**config.mk**
```make
export PLATFORM = sky130hd
export DESIGN_NAME = load_store_unit
export DESIGN_NICKNAME = d
export VERILOG_FILES = /design/src/rtl/load_store_unit_pkg.sv /design/src/rtl/lsu_align.sv /design/src/rtl/load_store_unit.sv
export SDC_FILE = /design/constraint.sdc
export NUM_CORES = 1
export LEC_CHECK = 0
export ABC_AREA = 1
export CORE_ASPECT_RATIO = 1.75
export CORE_MARGIN = 1.5
export CORE_UTILIZATION = 40
export DETAILED_ROUTE_END_ITERATION = 6
export GPL_TIMING_DRIVEN = 0
export PLACE_DENSITY = 0.71
export SLEW_MARGIN = 10
export SYNTH_ARGS = -nofsm -noshare
export SYNTH_HDL_FRONTEND = slang
export SYNTH_SLANG_ARGS = --single-unit
```
**constraint.sdc**
```tcl
create_clock -name clk -period 3.6 [get_ports clk]
set_clock_uncertainty 0.2 [all_clocks]
set_input_delay 1.08 -clock clk [delete_from_list [all_inputs] [get_ports clk]]
set_output_delay 1.08 -clock clk [all_outputs]
set_load 0.03 [all_outputs]
```
**src/rtl/load_store_unit_pkg.sv**
```systemverilog
// load_store_unit_pkg: width codes, FSM states and request legality shared by the load/store unit
package load_store_unit_pkg;

    typedef enum logic [2:0] {
        LB  = 3'b000,
        LH  = 3'b001,
        LW  = 3'b010,
        LBU = 3'b100,
        LHU = 3'b101
    } width_e;

    typedef enum logic [2:0] {
        IDLE,
        REQ0,
        WAIT0,
        REQ1,
        WAIT1,
        RESP
    } state_e;

    // Unsigned widths only make sense for loads
    function automatic logic width_legal(input logic [2:0] w, input logic wr);
        return (w == LB) || (w == LH) || (w == LW) || (!wr && ((w == LBU) || (w == LHU)));
    endfunction

endpackage

```
**src/rtl/lsu_align.sv**
```systemverilog
// lsu_align: byte enables, store lane rotation and load extraction/extension for one access
module lsu_align
    import load_store_unit_pkg::*;
(
    input  logic [1:0]  i_off,
    input  logic [2:0]  i_width,
    input  logic [31:0] i_wdata,
    input  logic [31:0] i_rdata0,
    input  logic [31:0] i_rdata1,
    output logic [3:0]  o_be0,
    output logic [3:0]  o_be1,
    output logic        o_split,
    output logic [31:0] o_wdata,
    output logic [31:0] o_rdata
);
    logic [3:0]  w_mask;
    logic [7:0]  w_be;
    logic [4:0]  w_sh;
    logic [31:0] w_rlo;
    logic        w_sx;

    always_comb begin
        w_mask  = (i_width[1:0] == 2'b00) ? 4'b0001 : (i_width[1:0] == 2'b01) ? 4'b0011 : 4'b1111;
        w_be    = {4'b0000, w_mask} << i_off;
        w_sh    = {i_off, 3'b000};
        o_be0   = w_be[3:0];
        o_be1   = w_be[7:4];
        o_split = |w_be[7:4];
        o_wdata = (i_wdata << w_sh) | (i_wdata >> (6'd32 - {1'b0, w_sh}));
        w_rlo   = 32'({i_rdata1, i_rdata0} >> w_sh);
        w_sx    = (i_width == LB) || (i_width == LH);
        o_rdata = (i_width[1:0] == 2'b00) ? {{24{w_sx & w_rlo[7]}}, w_rlo[7:0]} :
                  (i_width[1:0] == 2'b01) ? {{16{w_sx & w_rlo[15]}}, w_rlo[15:0]} : w_rlo;
    end

endmodule

```
**src/rtl/load_store_unit.sv**
```systemverilog
// load_store_unit: single-outstanding load/store engine splitting misaligned accesses into two bus beats
module load_store_unit
    import load_store_unit_pkg::*;
#(
    parameter int unsigned TIMEOUT_CYC = 255
) (
    input  logic        clk,
    input  logic        rst_n,
    input  logic        Req_Valid,
    output logic        Req_Ready,
    input  logic        Mem_Wr,
    input  logic [2:0]  dWidth_ctrl,
    input  logic [31:0] Addr,
    input  logic [31:0] Wr_Data,
    output logic        Rsp_Valid,
    output logic [31:0] Rd_Data,
    output logic        Rsp_Err,
    output logic        Bus_Req,
    output logic        Bus_We,
    output logic [31:0] Bus_Addr,
    output logic [31:0] Bus_WData,
    output logic [3:0]  Bus_BE,
    input  logic        Bus_Gnt,
    input  logic        Bus_RValid,
    input  logic [31:0] Bus_RData
);
    localparam int CW = (TIMEOUT_CYC < 2) ? 1 : $clog2(TIMEOUT_CYC + 1);
    localparam logic [CW-1:0] TO_LOAD = CW'(TIMEOUT_CYC);

    state_e        r_state;
    state_e        w_next;
    logic [31:0]   r_addr;
    logic [31:0]   r_wdata;
    logic [31:0]   r_beat0;
    logic [31:0]   r_rd_data;
    logic [2:0]    r_width;
    logic          r_wr;
    logic          r_err;
    logic [CW-1:0] r_cnt;
    logic [3:0]    w_be0;
    logic [3:0]    w_be1;
    logic          w_split;
    logic [31:0]   w_wdata;
    logic [31:0]   w_ld;
    logic [31:0]   w_rd0;
    logic          w_ack;
    logic          w_expire;

    lsu_align u_align (
        .i_off    (r_addr[1:0]),
        .i_width  (r_width),
        .i_wdata  (r_wdata),
        .i_rdata0 (w_rd0),
        .i_rdata1 (Bus_RData),
        .o_be0    (w_be0),
        .o_be1    (w_be1),
        .o_split  (w_split),
        .o_wdata  (w_wdata),
        .o_rdata  (w_ld)
    );

    assign Req_Ready = (r_state == IDLE);
    assign Rsp_Valid = (r_state == RESP);
    assign Rsp_Err   = Rsp_Valid & r_err;
    assign Rd_Data   = r_rd_data;
    assign Bus_Req   = (r_state == REQ0) || (r_state == REQ1);
    assign Bus_We    = Bus_Req & r_wr;
    assign Bus_Addr  = {r_addr[31:2], 2'b00} + ((r_state == REQ1) ? 32'd4 : 32'd0);
    assign Bus_WData = w_wdata;
    assign Bus_BE    = !Bus_Req ? 4'b0000 : (r_state == REQ1) ? w_be1 : w_be0;
    // Beat 0 arrives live in WAIT0 and is replayed from its register for the second beat
    assign w_rd0     = (r_state == WAIT0) ? Bus_RData : r_beat0;
    assign w_ack     = Bus_Req ? Bus_Gnt : Bus_RValid;
    assign w_expire  = (r_cnt <= CW'(1));

    always_comb begin
        w_next = (r_state == REQ0)  ? (!r_wr ? WAIT0 : w_split ? REQ1 : RESP) :
                 (r_state == WAIT0) ? (w_split ? REQ1 : RESP) :
                 (r_state == REQ1)  ? (!r_wr ? WAIT1 : RESP) : RESP;
    end

    always_ff @(posedge clk or negedge rst_n) begin
        if (!rst_n) begin
            r_state   <= IDLE;
            r_addr    <= '0;
            r_wdata   <= '0;
            r_beat0   <= '0;
            r_rd_data <= '0;
            r_width   <= '0;
            r_wr      <= 1'b0;
            r_err     <= 1'b0;
            r_cnt     <= '0;
        end else if (r_state == IDLE) begin
            if (Req_Valid) begin
                r_addr  <= Addr;
                r_wdata <= Wr_Data;
                r_wr    <= Mem_Wr;
                r_width <= dWidth_ctrl;
                if (width_legal(dWidth_ctrl, Mem_Wr)) begin
                    r_state <= REQ0;
                    r_cnt   <= TO_LOAD;
                end else begin
                    r_state   <= RESP;
                    r_err     <= 1'b1;
                    r_rd_data <= '0;
                end
            end
        end else if (r_state == RESP) begin
            r_state <= IDLE;
        end else if (!w_ack) begin
            if (w_expire) begin
                r_state   <= RESP;
                r_err     <= 1'b1;
                r_rd_data <= '0;
                r_cnt     <= '0;
            end else begin
                r_cnt <= r_cnt - CW'(1);
            end
        end else begin
            r_state <= w_next;
            r_cnt   <= TO_LOAD;
            if (r_state == WAIT0) r_beat0 <= Bus_RData;
            if (w_next == RESP) begin
                r_err     <= 1'b0;
                r_rd_data <= r_wr ? '0 : w_ld;
            end
        end
    end

endmodule

```
# ---- Word-level counts from Yosys, hierarchy flattened
# Cells that the tools add are included.
dict set report word_totals {
  regBits 144
  in_bits 105
  output_inout_bits 105
}
dict set report classes {
  addsub 3
  n_lt_le_gt_ge 1
  n_eq_ne 16
  n_shift 4
  mux 42
  bitwise_logic 7
  n_reduce_logical 20
}
# operator count
set op_table {}
lappend op_table {{2-to-1 mux 32 bit} 11}
lappend op_table {{right shift 64 x 5 -> 32 bit} 1}
lappend op_table {{2-to-1 mux 8 bit} 6}
lappend op_table {{2-to-1 mux 3 bit} 11}
lappend op_table {{adder 32 x 3 -> 32 bit} 1}
lappend op_table {{OR 32 bit} 1}
lappend op_table {{left shift 32 x 5 -> 32 bit} 1}
lappend op_table {{right shift 32 x 6 -> 32 bit} 1}
lappend op_table {{2-to-1 mux 4 bit} 4}
lappend op_table {{equality test 3 bit (second input constant)} 4}
lappend op_table {{2-to-1 mux 1 bit} 10}
lappend op_table {{equality test 3 x 1 -> 1 bit (second input constant)} 3}
lappend op_table {{equality test 3 x 2 -> 1 bit (second input constant)} 3}
lappend op_table {{zero test 3 bit} 3}
lappend op_table {{less-or-equal comparator 8 x 1 -> 1 bit (second input constant)} 1}
lappend op_table {{left shift 4 x 2 -> 8 bit} 1}
lappend op_table {{subtractor 8 x 1 -> 8 bit (second input constant)} 1}
lappend op_table {{logical OR 1 bit} 6}
lappend op_table {{!= test 2 bit (second input constant)} 3}
lappend op_table {{AND reduction 3 bit} 2}
lappend op_table {{subtractor 6 x 5 -> 6 bit (first input constant)} 1}
lappend op_table {{AND reduction 5 bit} 1}
lappend op_table {{bitwise AND 1 bit} 4}
lappend op_table {{AND reduction 2 bit} 2}
lappend op_table {{other kinds (10)} 11}

# ---- Depth between registers and ports, before layout
dict set report logic_depth {
  ltp_word 13
  mapped_depth 14
  depth_no_buf 14
}

# ---- Cells and area by module
# From an unflattened synthesis, not the netlist that was laid out.
dict set report unflattened {
  cells_unflattened 1339
  hier_area_um2 9668.0
}
# mod n_inst cells_per_inst area_each_um2
set modules_own_cells {}
lappend modules_own_cells {load_store_unit 1 868 7342.0}
lappend modules_own_cells {lsu_align 1 471 2326.0}

# ---- Least setup slack after synthesis
# Ideal clock, no wire load.
dict set report synth_timing {
  kind {register to output}
  from {register r_addr[1]}
  to {output port Bus_WData[0]}
  arrival_time_ns 2.864
  slack_ns -0.544
  stages_incl_launch_ff 10
  n_path_buf 4
  path_cell_list {dfrtp_1 inv_1 buf_2 buf_2 buf_1 ha_1 nor2_1 clkbuf_1 a31oi_1 o21ai_0}
}
dict set report synth_between {
  elab_chain_len 3
  elab_cells_between_ends 4
}
# item line_no
set synth_lines {}
lappend synth_lines {{start, declared} load_store_unit.sv:32} ;# logic [31:0] r_addr;
lappend synth_lines {{start signal, assigned} load_store_unit.sv:95} ;# r_addr <= Addr;
lappend synth_lines {{subtractor 6 x 5 -> 6 bit} lsu_align.sv:29} ;# o_wdata = (i_wdata << w_sh) | (i_wdata >> (6'd32 - {1'b0, w_sh}));
lappend synth_lines {{right shift 32 x 6 -> 32 bit} lsu_align.sv:29}
lappend synth_lines {{OR 32 bit *} lsu_align.sv:29}
lappend synth_lines {{end, declared} load_store_unit.sv:21} ;# output logic [31:0] Bus_WData,
# Every way passes the cells marked *; elsewhere a longest branch is shown, timed or not.

# ---- Worst setup path in the final report
dict set report layout_timing {
  from {register r_state[2]}
  to {output port Bus_Addr[28]}
}
dict set report layout_between {
  elab_chain_len 3
}
# item line_no
set layout_lines {}
lappend layout_lines {{start, declared} load_store_unit.sv:30} ;# state_e r_state;
lappend layout_lines {{start signal, assigned} load_store_unit.sv:120} ;# r_state <= w_next;
lappend layout_lines {{equality test 3 x 2 -> 1 bit} load_store_unit.sv:68} ;# assign Bus_Addr = {r_addr[31:2], 2'b00} + ((r_state == REQ1) ? 32'd4 : 32'd0);
lappend layout_lines {{2-to-1 mux 3 bit} load_store_unit.sv:68}
lappend layout_lines {{adder 32 x 3 -> 32 bit} load_store_unit.sv:68}
lappend layout_lines {{end, declared} load_store_unit.sv:20} ;# output logic [31:0] Bus_Addr,
# Every way passes these cells.

==> flow_summary.toml <==
[synth]
synthArstFlopShare_pct = 100.0
synth_edf_count = 0
ys_seq_elements = 144
syn_inst = 1137
synth-seq-area-share_pct = 40.72
syn_area_per_cell_um2 = 7.782
ys_types = 45
synth_area_um2 = 8848
ys.flop_type = "dfrtp_1"
yosys_warnings = 0

[placement]
hpwl_mm = 24.06
place.gp.congestion = 0.9431
numPortBuffers = 207
dp_slack_ns = -1.301

[grt]
grt_pass1_vias = 9426
grt_max_degree = 74
grt_antenna_before_repair = 1
grt_overflow = 0
grt_pass1_wl_mm = 49.89
grt_usage_pct = 28.84

[worst_setup_path]
worstSetupStartpointType = "flip-flop"
r2r_cells = 14
worstSetupPathType = "flip-flop to output port"
crit_fanout = 4
r2r_start = "r_state[2]"
rr_endpoint = "Rd_Data[6]"
arrival_ns = 2.71
reg2reg_slack_ns = 1.19
cp-end-kind = "output port"
worstPathRequired_ns = 2.32

[timing]
min_period_ns = 3.994
tightest_slew_ns = 0.6771
final-setup-viol-count = 20
grt_setup_unrepaired = "yes"
holdWs_ns = 0.2757
finalWorstSetupSlack_ns = -0.3936
finalSetupTns_ns = -4.864
slew-limit-headroom_pct = 54.86
post-route-period-util_pct = 110.9
maxSlewViolCount = 0
fmax_mhz = 250.4
hold_viol_final = 0

[pwr]
combPwrFrac_pct = 65.7
p_sw_share_pct = 49.90
p_leak_nw = 6.031
power.total_w = 0.01411
p_per_area_nw_per_um2 = 1086
vdd_drop_max_mv = 1.077
p_switching_w = 0.007042
sequentialPowerShare_pct = 20.7
p_int_w = 0.007069
clkPwrFrac_pct = 13.6

[drt]
routed_wl_mm = 32.99
drt_drc_violations_left = 0
dr_wl_met3_mm = 1.683
vias = 9375
dr_wl_met2_mm = 17.52
maxUsedRoutingLayer = "met4"
first_pass_iters = 5
routedWlPerCell_um = 19.26
viasPerCell = 5.473
drtIter0Drc = 566
ant_nets = 0
wl_met1_mm = 11.74

[die]
row_count = 71
fp.dieW_um = 115.4
start_util_pct = 40.99
dieHeight_um = 199.8
dieArea_um2 = 23060
ios = 210
core_um2 = 21590

[layout]
final_cell_mix = "nand2_1, dfrtp_1, clkdlybuf4s50_1"
nets = 1517
drive_gt1_share_pct = 25.35
mostFrequentLayoutCell = "nand2_1"
final_util_pct = 60.21
syn2layout_area_growth_pct = 46.89

[cts]
clk_path_buf_depth = 2
cts_tree = "built"
cts_inserted_buffers = 17
clk_pin_slew_ns = 0.06
clk_latency_ns = 0.44
cts_root_buffer = "clkbuf_16"
cts.sinks = 144
htree_levels = 4

[min_path]
whs_endpoint = "Rd_Data[12]"
whs_path_depth = 2
min-delay-start = "Rd_Data[12]"
hold_path_class = "flip-flop to flip-flop"

[status]
status = "finished, violations left"
violations = "negative setup slack"

[run]
drv_cap = 0
-- area by class of cell --
class,instances,area (µm²)
Clock inverter,14,190.2
Antenna cell,1,2.502
Multi-Input combinational cell,836,5114
Timing Repair Buffer,255,2467
Clock buffer,18,439.2
Buffer,59,444.2
Inverter,94,369.1
Fill cell,1904,8589
Tap cell,292,365.4
Sequential cell,144,3606
-- timing repair --
item,CTS,global route
gates cloned,3,0
pin swaps,34,16
buffers inserted,27,18
hold buffers,0,0
endpoints found under the setup margin,65,58
resized for setup,448,63
hold endpoints to repair,0,0
-- synth_stat cells, drive strengths merged, types with 8 or more instances --
master  number  area, µm²
nor2        89      361.6
o221ai       8      70.07
nand4        8      50.05
xnor2        8      70.07
a21oi       61      305.3
inv         93      349.1
o211ai      20      150.1
buf         48      294.0
xor2        19      166.4
nand3       67      372.9
o21ai       91      538.0
a221oi      12      105.1
nand2      337       1292
a31oi       19      118.9
mux2        48      540.5
clkbuf      16      60.06
nor3        10      72.57
a221o        8      80.08
dfrtp      144       3603
-- routing by layer --
layer	vias up	global-route usage (%)
li1	4346	-
met1	4443	30.93
met2	457	51.83
met3	129	4.771
met4	0	18.34
met5	-	0
-- worst max path at each step --
stage,start,to,slack [ns],cells after the start
after floorplan,r_state[2],Bus_Addr[28],-0.004,13
after global placement,rst_n,r_cnt[4],-4.82,1
after detailed placement,r_addr[1],Bus_WData[27],-1.30,10
after CTS,r_state[2],Bus_Addr[31],-0.37,12
after global routing,r_state[2],Bus_Addr[28],-0.51,14
final,r_state[2],Bus_Addr[28],-0.39,14
-- power groups by stage --
stage	Combinational (W)	Sequential (W)	Clock, W
2_1_floorplan	0.00528	0.00299	0
3_3_place_gp	0.00833	0.00284	0
3_5_place_dp	0.00842	0.00286	0
4_1_cts	0.00908	0.00286	0.00194
5_1_grt	0.00986	0.00299	0.00200
6_report	0.00927	0.00292	0.00192
-- critical path: stages, from the launching register on --
cell,delay [ns]
dfrtp_2,0.43
inv_4,0.07
nand2_4,0.05
nor2_4,0.16
ha_4,0.16
ha_4,0.14
nand3_4,0.09
nor3_4,0.18
nand3_2,0.15
nor2_4,0.16
nand2_4,0.08
nor2_4,0.19
nand2_4,0.09
xnor2_4,0.15
buf_6,0.15
-- through the flow --
step / cell area [µm²] / cells
CTS: 12730 / 1700
global placement: 11540 / 1637
finish: 13000 / 1713
global route: 13000 / 1713
detailed placement: 11570 / 1638
floorplan: 9104 / 1138
-- state kept, by name, indices dropped and copies added (netlist names) --
name	count
r_width	3
r_addr	32
r_state	3
r_wdata	32
r_wr	1
r_cnt	8
r_err	1
Rd_Data	32
r_beat0	32
-- kinds of logic (layout without fill, tap and decap cells) --
logic type	after synthesis	after routing	share of synthesized area, %
AO/OA/AOI/OAI	232	232	16.52
XOR/XNOR	27	27	2.673
adder cells (fa/ha/maj)	5	5	0.7070
buffers and inverters	158	440	7.989
flip-flops	144	144	40.72
multiplexers	51	51	6.448
other	1	3	0.04238
AND/OR/NAND/NOR	519	519	24.90
Note: power is estimated with default switching activity, not from simulation.
==> RTL edit 1, RTL diff (same settings) <==
`TIMEOUT_CYC`: 255 -> 510.
--- a/src/rtl/load_store_unit.sv
+++ b/src/rtl/load_store_unit.sv
@@ -3,5 +3,5 @@
     import load_store_unit_pkg::*;
 #(
-    parameter int unsigned TIMEOUT_CYC = 255
+    parameter int unsigned TIMEOUT_CYC = 510
 ) (
     input  logic        clk,
Formal check against the unedited RTL: no difference found for any inputs over 4 cycles, from zero or initial values and one cycle with rst_n low; that may be too few to reach the edited logic, so the function may still have changed.
==> RTL edit 1 against the original RTL <==
Register-to-register slack lost 0.49 ns. Routed wire length increased by 7.2%. Setup slack got worse by 0.0035 ns. Critical path depth up 2. Synthesized area grew 0.65%. Cell count grew 5.1%. Sequential cell count is 1 higher. Cell area rose by 2.2%. Largest power group unchanged. Critical endpoint unchanged. The run still ends with negative setup slack left. Clock power rose by 3%. Power is 3.1% higher.
==> RTL edit 1: results (changes against the original RTL) <==
metric;value;unit;change
grt_pass1_wl;54.4;mm;+9.1%
gp_congestion;0.941;;-0.19%
synth_top_cells_by_count;nand2_1 (389), dfrtp_1 (145), inv_1 (92);;
antenna_found_initial;0;;-1
fill_cells;2025;;+6.4%
syn_to_final_growth;49.2;%;
dpl.hpwl;26.4;mm;+9.7%
placed_cell_area;11600;µm²;+0.38%
failed_checks;negative setup slack;;
path_max_fanout;4;;unchanged
drive_gt1_share;23.3;%;-2.0 points
setup_ws;-0.397;ns;-0.00349 ns
fin_nets;1601;;+5.5%
grt_max_degree;99;;+34%
drt-initial-drc-count;602;;+6.4%
peakVddDrop;607;µV;-44%
ys_seq_area_share;40.7;%;about the same
wl_per_cell;19.6;µm;+2.0%
cts_buffer_depth;2;;unchanged
synth_area_leaders;dfrtp_1 (41%), nand2_1 (16%), mux2_2 (6.1%);;
grtUsageTotal;31.4;%;+2.5 points
diodes;0;;-1
grt_pass1_vias;9976;;+5.8%
setup_violations;17;;-15%
status;complete, but fails checks;;
ys_types;41;;-8.9%
via_count;9625;;+2.7%
power_leakage;6.30;nW;+4.4%
==> RTL edit 1: logic make-up (layout without fill, tap and decap cells) <==
logic type,Yosys count,count (layout),share of synthesized area (%)
AOI/OAI and AO/OA,205,205,13.1
xor gates and xnor gates,30,30,2.95
adders and majority gates,5,5,0.702
buffers and inverters,168,472,8.01
DFF,145,145,40.7
muxes,48,48,6.07
other,1,2,0.0421
and+or+nand+nor,597,597,28.4
==> RTL edit 1: area by class of cell <==
cell class / count / area share, %
buffer: 64 / 3.21
clock buffer: 22 / 3.49
clock inverter: 10 / 1.37
inverter: 100 / 2.96
multi-input combinational: 887 / 38.8
sequential: 145 / 27.3
tap: 296 / 2.79
timing repair buffer: 276 / 20.0
==> RTL edit 1: power groups by stage <==
stage          clock, mW  sequential (mW)  combinational, mW
6_report            1.97             2.93               9.66
5_1_grt             2.05             2.99               10.3
4_1_cts             1.98             2.90               9.48
3_5_place_dp           0             2.89               8.53
3_3_place_gp           0             2.87               8.45
2_1_floorplan          0             2.90               5.32
==> RTL edit 1: repair_timing <==
item / in CTS / in global routing
hold buffers: 0 / 0
setup buffers: 44 / 22
gates cloned: 3 / 0
gates resized for setup: 477 / 59
pin swaps: 38 / 19
endpoints found under the setup margin: 65 / 59
==> RTL edit 1: path summary, 6_finish.rpt <==
path                            slack [ns]      endpoint  startpoint
min in group asynchronous             0.33    Rd_Data[1]       rst_n
worst max register to register        0.70   Rd_Data[28]  r_state[2]
worst max-delay path                 -0.40  Bus_Addr[28]  r_state[2]
max in group asynchronous             2.03    r_state[1]       rst_n
worst min register to register        0.27    Rd_Data[7]  Rd_Data[7]
worst min-delay path                  0.27    Rd_Data[7]  Rd_Data[7]
==> RTL edit 1: critical path, cell delays in order (launching register included) <==
cell and delay [ns]:
dfrtp_1 0.39, inv_2 0.08, nand2_4 0.06, nor2_4 0.12
ha_4 0.17, ha_4 0.14, inv_2 0.04, nor2_4 0.11
nand3_4 0.10, nor2_4 0.17, nand2_4 0.08, nor2_4 0.15
nand2_4 0.09, nor2_4 0.15, nand2_2 0.11, xor2_4 0.17
buf_6 0.14
==> RTL edit 1: metal layers <==
layer	share of wire, %	track usage [%]	vias up
met5	0	0	-
li1	-	-	4562
met1	34	30.5	4489
met3	6.2	6.78	147
met2	51	55.4	427
met4	8.8	24.9	0
==> RTL edit 1: per-stage QoR <==
step / instances / worst slack [ns] / TNS (ns)
after floorplan: 1200 / -0.0456 / -0.0965
after global placement: 1703 / -4.68 / -733.77
after detailed placement: 1704 / -1.52 / -59.08
after CTS: 1783 / -0.466 / -5.52
after global routing: 1800 / -0.508 / -6.24
final: 1800 / -0.397 / -3.95
==> RTL edit 2, RTL diff (same settings) <==
Made on the original files. Make the reset (`rst_n`) synchronous in one clocked block.
--- a/src/rtl/load_store_unit.sv
+++ b/src/rtl/load_store_unit.sv
@@ -80,5 +80,5 @@
     end
 
-    always_ff @(posedge clk or negedge rst_n) begin
+    always_ff @(posedge clk) begin
         if (!rst_n) begin
             r_state   <= IDLE;
Behaviour: differs if rst_n is asserted again (counterexample within 4 cycles, from zero or initial values and one cycle with rst_n low); with rst_n held inactive, the same outputs for 4 cycles.
==> RTL edit 2 against the original RTL <==
The flow finishes with violations (design-rule violations, negative setup slack). Synthesized area shrank 4.6%. Clock power up 6%. Power down 30%. Sequential cell count unchanged. First-iteration DRC count up 42%. Cell area is 6.7% lower. Setup slack improved by 0.072 ns. Via count rose by 8.9%. Routed wire length grew 2.3%. Count of clock-buffer cells in the layout is 5 higher. Sequential share of layout area fell by 3.9 points. Critical path type unchanged.
==> RTL edit 2: results (changes against the original RTL) <==
metric;value;unit;change
status;complete, but fails checks;;
failed_checks;design-rule violations, negative setup slack;;
setup.worst_path.end;Bus_Addr[24];;
synth_area_leaders;dfxtp_1 (34%), nand2_1 (15%), o21ai_0 (8.1%);;
drc_errors;9;;+9
drive_gt1_share;16.8;%;-8.6 points
placed_cell_area;10900;µm²;-5.7%
clkCellAreaFrac;5.49;%;+0.64 points
setup_ws;-0.321;ns;+0.0721 ns
p_comb;5.45;mW;-41%
slowest_stage;dfxtp_4;;
post_cts_buffers;23;;-15%
r2r_cells;11;;-3
wl_per_cell;18.3;µm;-4.9%
power_switching;4.65;mW;-34%
peakVddDrop;444;µV;-59%
fill_cells;1991;;+4.6%
fin_nets;1688;;+11%
buffer_area_share;22.2;%;-0.21 points
syn_inst;1315;;+16%
setup_violations;17;;-15%
grt_pass1_vias;9935;;+5.4%
synth_top_cells_by_count;nand2_1 (334), dfxtp_1 (144), o21ai_0 (137);;
via_count;10205;;+8.9%
fin_hold_ws;0.262;ns;-0.0138 ns
multi_input_area;4980;µm²;-2.6%
ys_seq_area_share;34.1;%;-6.6 points
antenna_found_initial;0;;-1
relSlewSlack;46.8;%;-8.0 points
synth_xor_area_share;3.01;%;+0.34 points
p_int;5.19;mW;-27%
max_stage_delay;0.36;ns;-0.07 ns
r2r_slack;1.00;ns;-0.19 ns
worstReg2RegEnd;Rd_Data[18];;
ys_types;42;;-6.7%
grtUsageTotal;29.9;%;+1.1 points
gp_congestion;0.954;;+1.2%
firstDrtPassIters;7;;+2
diodes;0;;-1
power_leakage;5.35;nW;-11%
synthMuxAreaShare;0.356;%;-6.1 points
drt-initial-drc-count;806;;+42%
p_seq;2.37;mW;-19%
multi_input_cells;940;;+12%
dp.cells;1773;;+8.2%
post_cts_resized;386;;-14%
path_max_fanout;3;;-1
dpl.hpwl;24.6;mm;+2.3%
synth-compound-area-share;23.2;%;+6.7 points
[RTL edit 2: cell count changes after synthesis, sizes merged, moves of 10 or more]
| cell | before | now |
|---|---|---|
| nand3 | 67 | 78 |
| dfxtp | 0 | 144 |
| inv | 93 | 149 |
| a21oi | 61 | 131 |
| clkbuf | 16 | 48 |
| mux2 | 48 | 0 |
| dfrtp | 144 | 0 |
| a221oi | 12 | 22 |
| o21ai | 91 | 146 |
| a211oi | 0 | 12 |
| buf | 48 | 33 |
| a31oi | 19 | 1 |
| xor2 | 19 | 29 |
| nor2 | 89 | 108 |
[RTL edit 2: per-layer routing]
metal	track usage (%)	vias to the layer above	routed length, µm
met1	30.5	4648	11500
met2	54.2	566	17100
li1	-	4832	-
met3	4.90	159	2400
met4	22.3	0	2690
met5	0	-	0
[RTL edit 2: per-stage QoR]
step | setup slack [ns] | util (%)
floorplan | -0.153 | -
global placement | -1.67 | 52.6
detailed placement | -1.67 | 52.6
CTS | -0.416 | 57.8
global route | -0.493 | 58.5
finish | -0.321 | 58.5
